File: src/rtl/gate_pipe_pkg.sv
// Shared definitions for the gate_pipe streaming logic unit.
// Op codes select the bitwise function applied to operands A and B.
package gate_pipe_pkg;

  localparam int OP_W = 3;

  localparam logic [OP_W-1:0] OP_AND    = 3'd0;
  localparam logic [OP_W-1:0] OP_OR     = 3'd1;
  localparam logic [OP_W-1:0] OP_XOR    = 3'd2;
  localparam logic [OP_W-1:0] OP_NAND   = 3'd3;
  localparam logic [OP_W-1:0] OP_NOR    = 3'd4;
  localparam logic [OP_W-1:0] OP_XNOR   = 3'd5;
  localparam logic [OP_W-1:0] OP_ANDN   = 3'd6;
  localparam logic [OP_W-1:0] OP_PASS_A = 3'd7;

endpackage

File: src/rtl/gate_popcount.sv
// Combinational population count of a WIDTH-bit word.
module gate_popcount
  import gate_pipe_pkg::*;
#(
  parameter  int WIDTH  = 8,
  localparam int ONES_W = $clog2(WIDTH + 1)
) (
  input  logic [WIDTH-1:0]  data,
  output logic [ONES_W-1:0] ones
);

  always_comb begin
    ones = '0;
    for (int unsigned i = 0; i < WIDTH; i++) begin
      ones = ones + ONES_W'(data[i]);
    end
  end

endmodule

File: src/rtl/gate_pipe.sv
// Two-stage valid/ready pipeline applying a selectable bitwise op to two operands,
// with popcount/zero flags on the result and a completed-transaction counter.
module gate_pipe
  import gate_pipe_pkg::*;
#(
  parameter  int WIDTH   = 8,
  parameter  int COUNT_W = 16,
  localparam int ONES_W  = $clog2(WIDTH + 1)
) (
  input  logic               clk,
  input  logic               rst,
  input  logic               in_valid,
  output logic               in_ready,
  input  logic [WIDTH-1:0]   in_a,
  input  logic [WIDTH-1:0]   in_b,
  input  logic [OP_W-1:0]    in_op,
  output logic               out_valid,
  input  logic               out_ready,
  output logic [WIDTH-1:0]   out_y,
  output logic [ONES_W-1:0]  out_ones,
  output logic               out_zero,
  input  logic               cnt_clr,
  output logic [COUNT_W-1:0] txn_count
);

  logic             s1_valid;
  logic [WIDTH-1:0] y1;
  logic [WIDTH-1:0] op_y;
  logic [ONES_W-1:0] y1_ones;
  logic             s2_ready;
  logic             s1_ready;
  logic             in_fire;
  logic             s1_adv;
  logic             out_fire;

  // Ready is derived only from stage occupancy and out_ready, never in_valid.
  assign s2_ready = !out_valid || out_ready;
  assign s1_ready = !s1_valid || s2_ready;
  assign in_ready = s1_ready;

  assign in_fire  = in_valid && s1_ready;
  assign s1_adv   = s1_valid && s2_ready;
  assign out_fire = out_valid && out_ready;

  always_comb begin
    op_y = '0;
    case (in_op)
      OP_AND:    op_y = in_a & in_b;
      OP_OR:     op_y = in_a | in_b;
      OP_XOR:    op_y = in_a ^ in_b;
      OP_NAND:   op_y = ~(in_a & in_b);
      OP_NOR:    op_y = ~(in_a | in_b);
      OP_XNOR:   op_y = ~(in_a ^ in_b);
      OP_ANDN:   op_y = in_a & ~in_b;
      OP_PASS_A: op_y = in_a;
      default:   op_y = '0;
    endcase
  end

  gate_popcount #(.WIDTH(WIDTH)) u_popcount (
    .data (y1),
    .ones (y1_ones)
  );

  always_ff @(posedge clk or posedge rst) begin
    if (rst) begin
      s1_valid  <= 1'b0;
      y1        <= '0;
      out_valid <= 1'b0;
      out_y     <= '0;
      out_ones  <= '0;
      out_zero  <= 1'b1;
    end else begin
      // When S1 may move, its next occupancy is exactly whether a new item arrives.
      if (s1_ready) begin
        s1_valid <= in_valid;
      end
      if (in_fire) begin
        y1 <= op_y;
      end
      if (s2_ready) begin
        out_valid <= s1_valid;
      end
      if (s1_adv) begin
        out_y    <= y1;
        out_ones <= y1_ones;
        out_zero <= (y1 == '0);
      end
    end
  end

  always_ff @(posedge clk or posedge rst) begin
    if (rst) begin
      txn_count <= '0;
    end else if (cnt_clr) begin
      txn_count <= '0;
    end else if (out_fire) begin
      txn_count <= txn_count + 1'b1;
    end
  end

endmodule

File: config.mk
export PLATFORM = sky130hd
export DESIGN_NAME = gate_pipe
export DESIGN_NICKNAME = d
export VERILOG_FILES = /design/src/rtl/gate_pipe_pkg.sv /design/src/rtl/gate_popcount.sv /design/src/rtl/gate_pipe.sv
export SDC_FILE = /design/constraint.sdc
export NUM_CORES = 1
export LEC_CHECK = 0
export ABC_AREA = 1
export CORE_MARGIN = 2
export CORE_UTILIZATION = 58
export DETAILED_ROUTE_END_ITERATION = 12
export PLACE_DENSITY = 0.93
export SLEW_MARGIN = 20
export SYNTH_ARGS = -nofsm -noshare
export SYNTH_HDL_FRONTEND = slang
export SYNTH_HIERARCHICAL = 1
export SYNTH_SLANG_ARGS = --single-unit
File: constraint.sdc
create_clock -name clk -period 5.64 [get_ports clk]
set_clock_uncertainty 0.15 [all_clocks]
set_input_delay 0.564 -clock clk [delete_from_list [all_inputs] [get_ports clk]]
set_output_delay 0.564 -clock clk [all_outputs]
set_load 0.05 [all_outputs]
==> flow_summary.json <==
{
  "clock_sinks": 39,
  "h-tree-depth": 2,
  "status": "finished clean",
  "core_area_sq_um": 5110,
  "use_met2_pct": 48.5,
  "grt_pass1_vias": 2962,
  "hold_end": "out_y[1]",
  "synth_area_per_cell_sq_um": 7.08,
  "port_buffers": 54,
  "cts.hold.buffers_added": 0,
  "peakVddDrop_mv": 0.317,
  "start_util_pct": 60.4,
  "syn2layout_area_growth_pct": 21.2,
  "min_path_cells": 2,
  "top_level_ports": 55,
  "synth-compound-area-share_pct": 6.53,
  "slew-limit-headroom_pct": 34.4,
  "whs_ps": 348,
  "synth_mux_area_share_pct": 1.46,
  "rows": 26,
  "finalSetupViolations": 0,
  "cp-end-kind": "flip-flop",
  "clock_latency_ps": 300,
  "synth_top_cell_by_area": "dfrtp_1",
  "r2r-start": "y1[1]",
  "fmax_mhz": 307,
  "clk_pin_slew_worst_paths_ps": 90,
  "worst_pin_slew_ps": 980,
  "layout-drive-gt1-share_pct": 5.97,
  "final_cell_mix": "114 x nand2_1, 81 x inv_1, 53 x clkdlybuf4s50_1",
  "antenna_left": 0,
  "yosys_warnings": 6,
  "dp_hpwl_um": 5160,
  "startpoint_type": "flip-flop",
  "tns_ps": 0,
  "grt_use_total_pct": 27.0,
  "netlist.area_leader.share_pct": 30.8,
  "reg2reg_slack_ps": 2380,
  "clock_path_buffers": 2,
  "via_count": 3064,
  "cts-buffers-inserted": 5,
  "synth-xor-area-share_pct": 0,
  "drtPass1Iterations": 5,
  "startpoint": "y1[1]",
  "fin_nets": 541,
  "grt_pass1_wl_um": 13100,
  "path_class": "flip-flop to flip-flop",
  "p_per_area_nw_per_um2": 285,
  "antenna_found_initial": 0,
  "rsz0062_at_grt": "false",
  "root_buffer": "clkbuf_8",
  "worst_hold_path_type": "flip-flop to flip-flop",
  "ys_ff_latch": 39,
  "yosys.area_share.simple_pct": 33.1,
  "routabilityCongestion": 0.896,
  "drt-initial-drc-count": 264,
  "cp_data_arrival_time_ps": 3290,
  "reg2regPathDepth": 10,
  "worstPathMaxFanout": 3,
  "post_drt_wl_per_cell_um": 13.6,
  "fp.dieH_um": 76.9,
  "layout_commonest_cell": "nand2_1",
  "synth_top_family_by_area": "simple AND/OR/NAND/NOR gates",
  "synthTopCellsByArea": "dfrtp_1 31%, nand2_1 14%, ha_1 11%",
  "hold_viol": 0,
  "synth_cell_type_count": 29,
  "die_width_um": 76.9,
  "post_cts_buffers": 0,
  "min_from": "out_y[1]",
  "top_usage_layer": "met2",
  "slew_viol_final": 0,
  "finalCritPeriodShare_pct": 57.8,
  "grtUsageMet3_pct": 3.76,
  "use_met1_pct": 32.9,
  "routed_via_density": 5.51,
  "max-cap-violations": 0,
  "grt_max_degree": 40,
  "synth_fp_nets": 492,
  "dieArea_sq_um": 5920,
  "cts.repair.resized": 0,
  "cts_tree": "built",
  "synth_area_sq_um": 3090,
  "power.leakage_nw": 1.96,
  "timing.rr.end": "out_ones[1]",
  "crit_required_ps": 5670,
  "synthCells": 436,
  "ys_seq_area_share_pct": 31.7,
  "drc": 0,
  "diodes": 0,
  "wl_um": 7560,
  "grt_overflow": 0,
  "synth_fa_ha_area_share_pct": 13.9,
  "min_period_ps": 3260
}
-- logic make-up after synthesis --
logic type | count (synthesis)
buffers and inverters | 98
muxes | 4
adders and majority gates | 32
AOI/OAI and AO/OA | 39
and+or+nand+nor | 224
DFF | 39
-- area by class of cell --
type,count,area [sq um]
Clock buffer,5,68.8
Clock inverter,3,43.8
Fill cell,382,1370
Inverter,85,319
Multi-Input combinational cell,299,1700
Sequential cell,39,977
Tap cell,70,87.6
Timing Repair Buffer,55,543
-- how the worst max path moves through the flow --
stage | to | depth (start not counted)
floorplan | out_ones[1] | 10
CTS | out_ones[1] | 10
global route | out_ones[2] | 11
detailed placement | out_ones[1] | 10
global placement | out_ones[1] | 10
finish | out_ones[1] | 10
-- routing by layer --
metal	wire length (um)	share of wire [%]
met2	3940	52
met1	2840	38
met3	566	7.5
met5	0	0
met4	202	2.7
-- synthesized netlist by cell type --
cell type	instances
a211oi_1	1
a21oi_1	14
a31oi_1	1
buf_2	6
buf_4	1
buf_6	4
clkbuf_1	2
dfrtp_1	38
dfstp_2	1
fa_1	4
ha_1	28
inv_1	81
inv_2	4
mux2_2	4
nand2_1	114
nand2_2	1
nand2_4	2
nand3_1	26
nand3_4	1
nand4_1	29
nor2_1	42
nor2_2	3
nor2_4	2
nor2_8	1
nor3_1	2
nor3b_1	1
o21ai_0	15
o21ai_1	7
o31ai_1	1
-- stage by stage --
step / util, % / setup slack, ps / cells / cell area, sq um / total power, mW
finish: 73.2 / 2380 / 556 / 3740 / 1.07
global route: 73.2 / 2270 / 556 / 3740 / 1.13
CTS: 73.3 / 2390 / 556 / 3740 / 1.06
detailed placement: 71.1 / 2430 / 548 / 3630 / 0.826
global placement: 71.1 / 2530 / 548 / 3630 / 0.805
floorplan: - / 2600 / 436 / 3090 / 0.680
-- registers in the layout, indices dropped and copies added (netlist names) --
signal and cells:
txn_count 16, out_y 8, y1 8, out_ones 4, out_valid 1, out_zero 1
s1_valid 1
-- power by group --
| group | leakage [nW] | internal, mW | switching (mW) |
|---|---|---|---|
| clock network | 0.0581 | 0.132 | 0.105 |
| registers | 0.509 | 0.326 | 0.0320 |
| logic | 1.40 | 0.167 | 0.303 |
-- worst max-delay path: stages, from the launching register on --
cell and delay (ps):
dfrtp_1 420, inv_1 110, fa_1 460, fa_1 530
fa_1 430, inv_1 70, ha_1 170, inv_1 60
fa_1 470, inv_1 40, mux2_2 250
(Power assumes the default switching activity.)
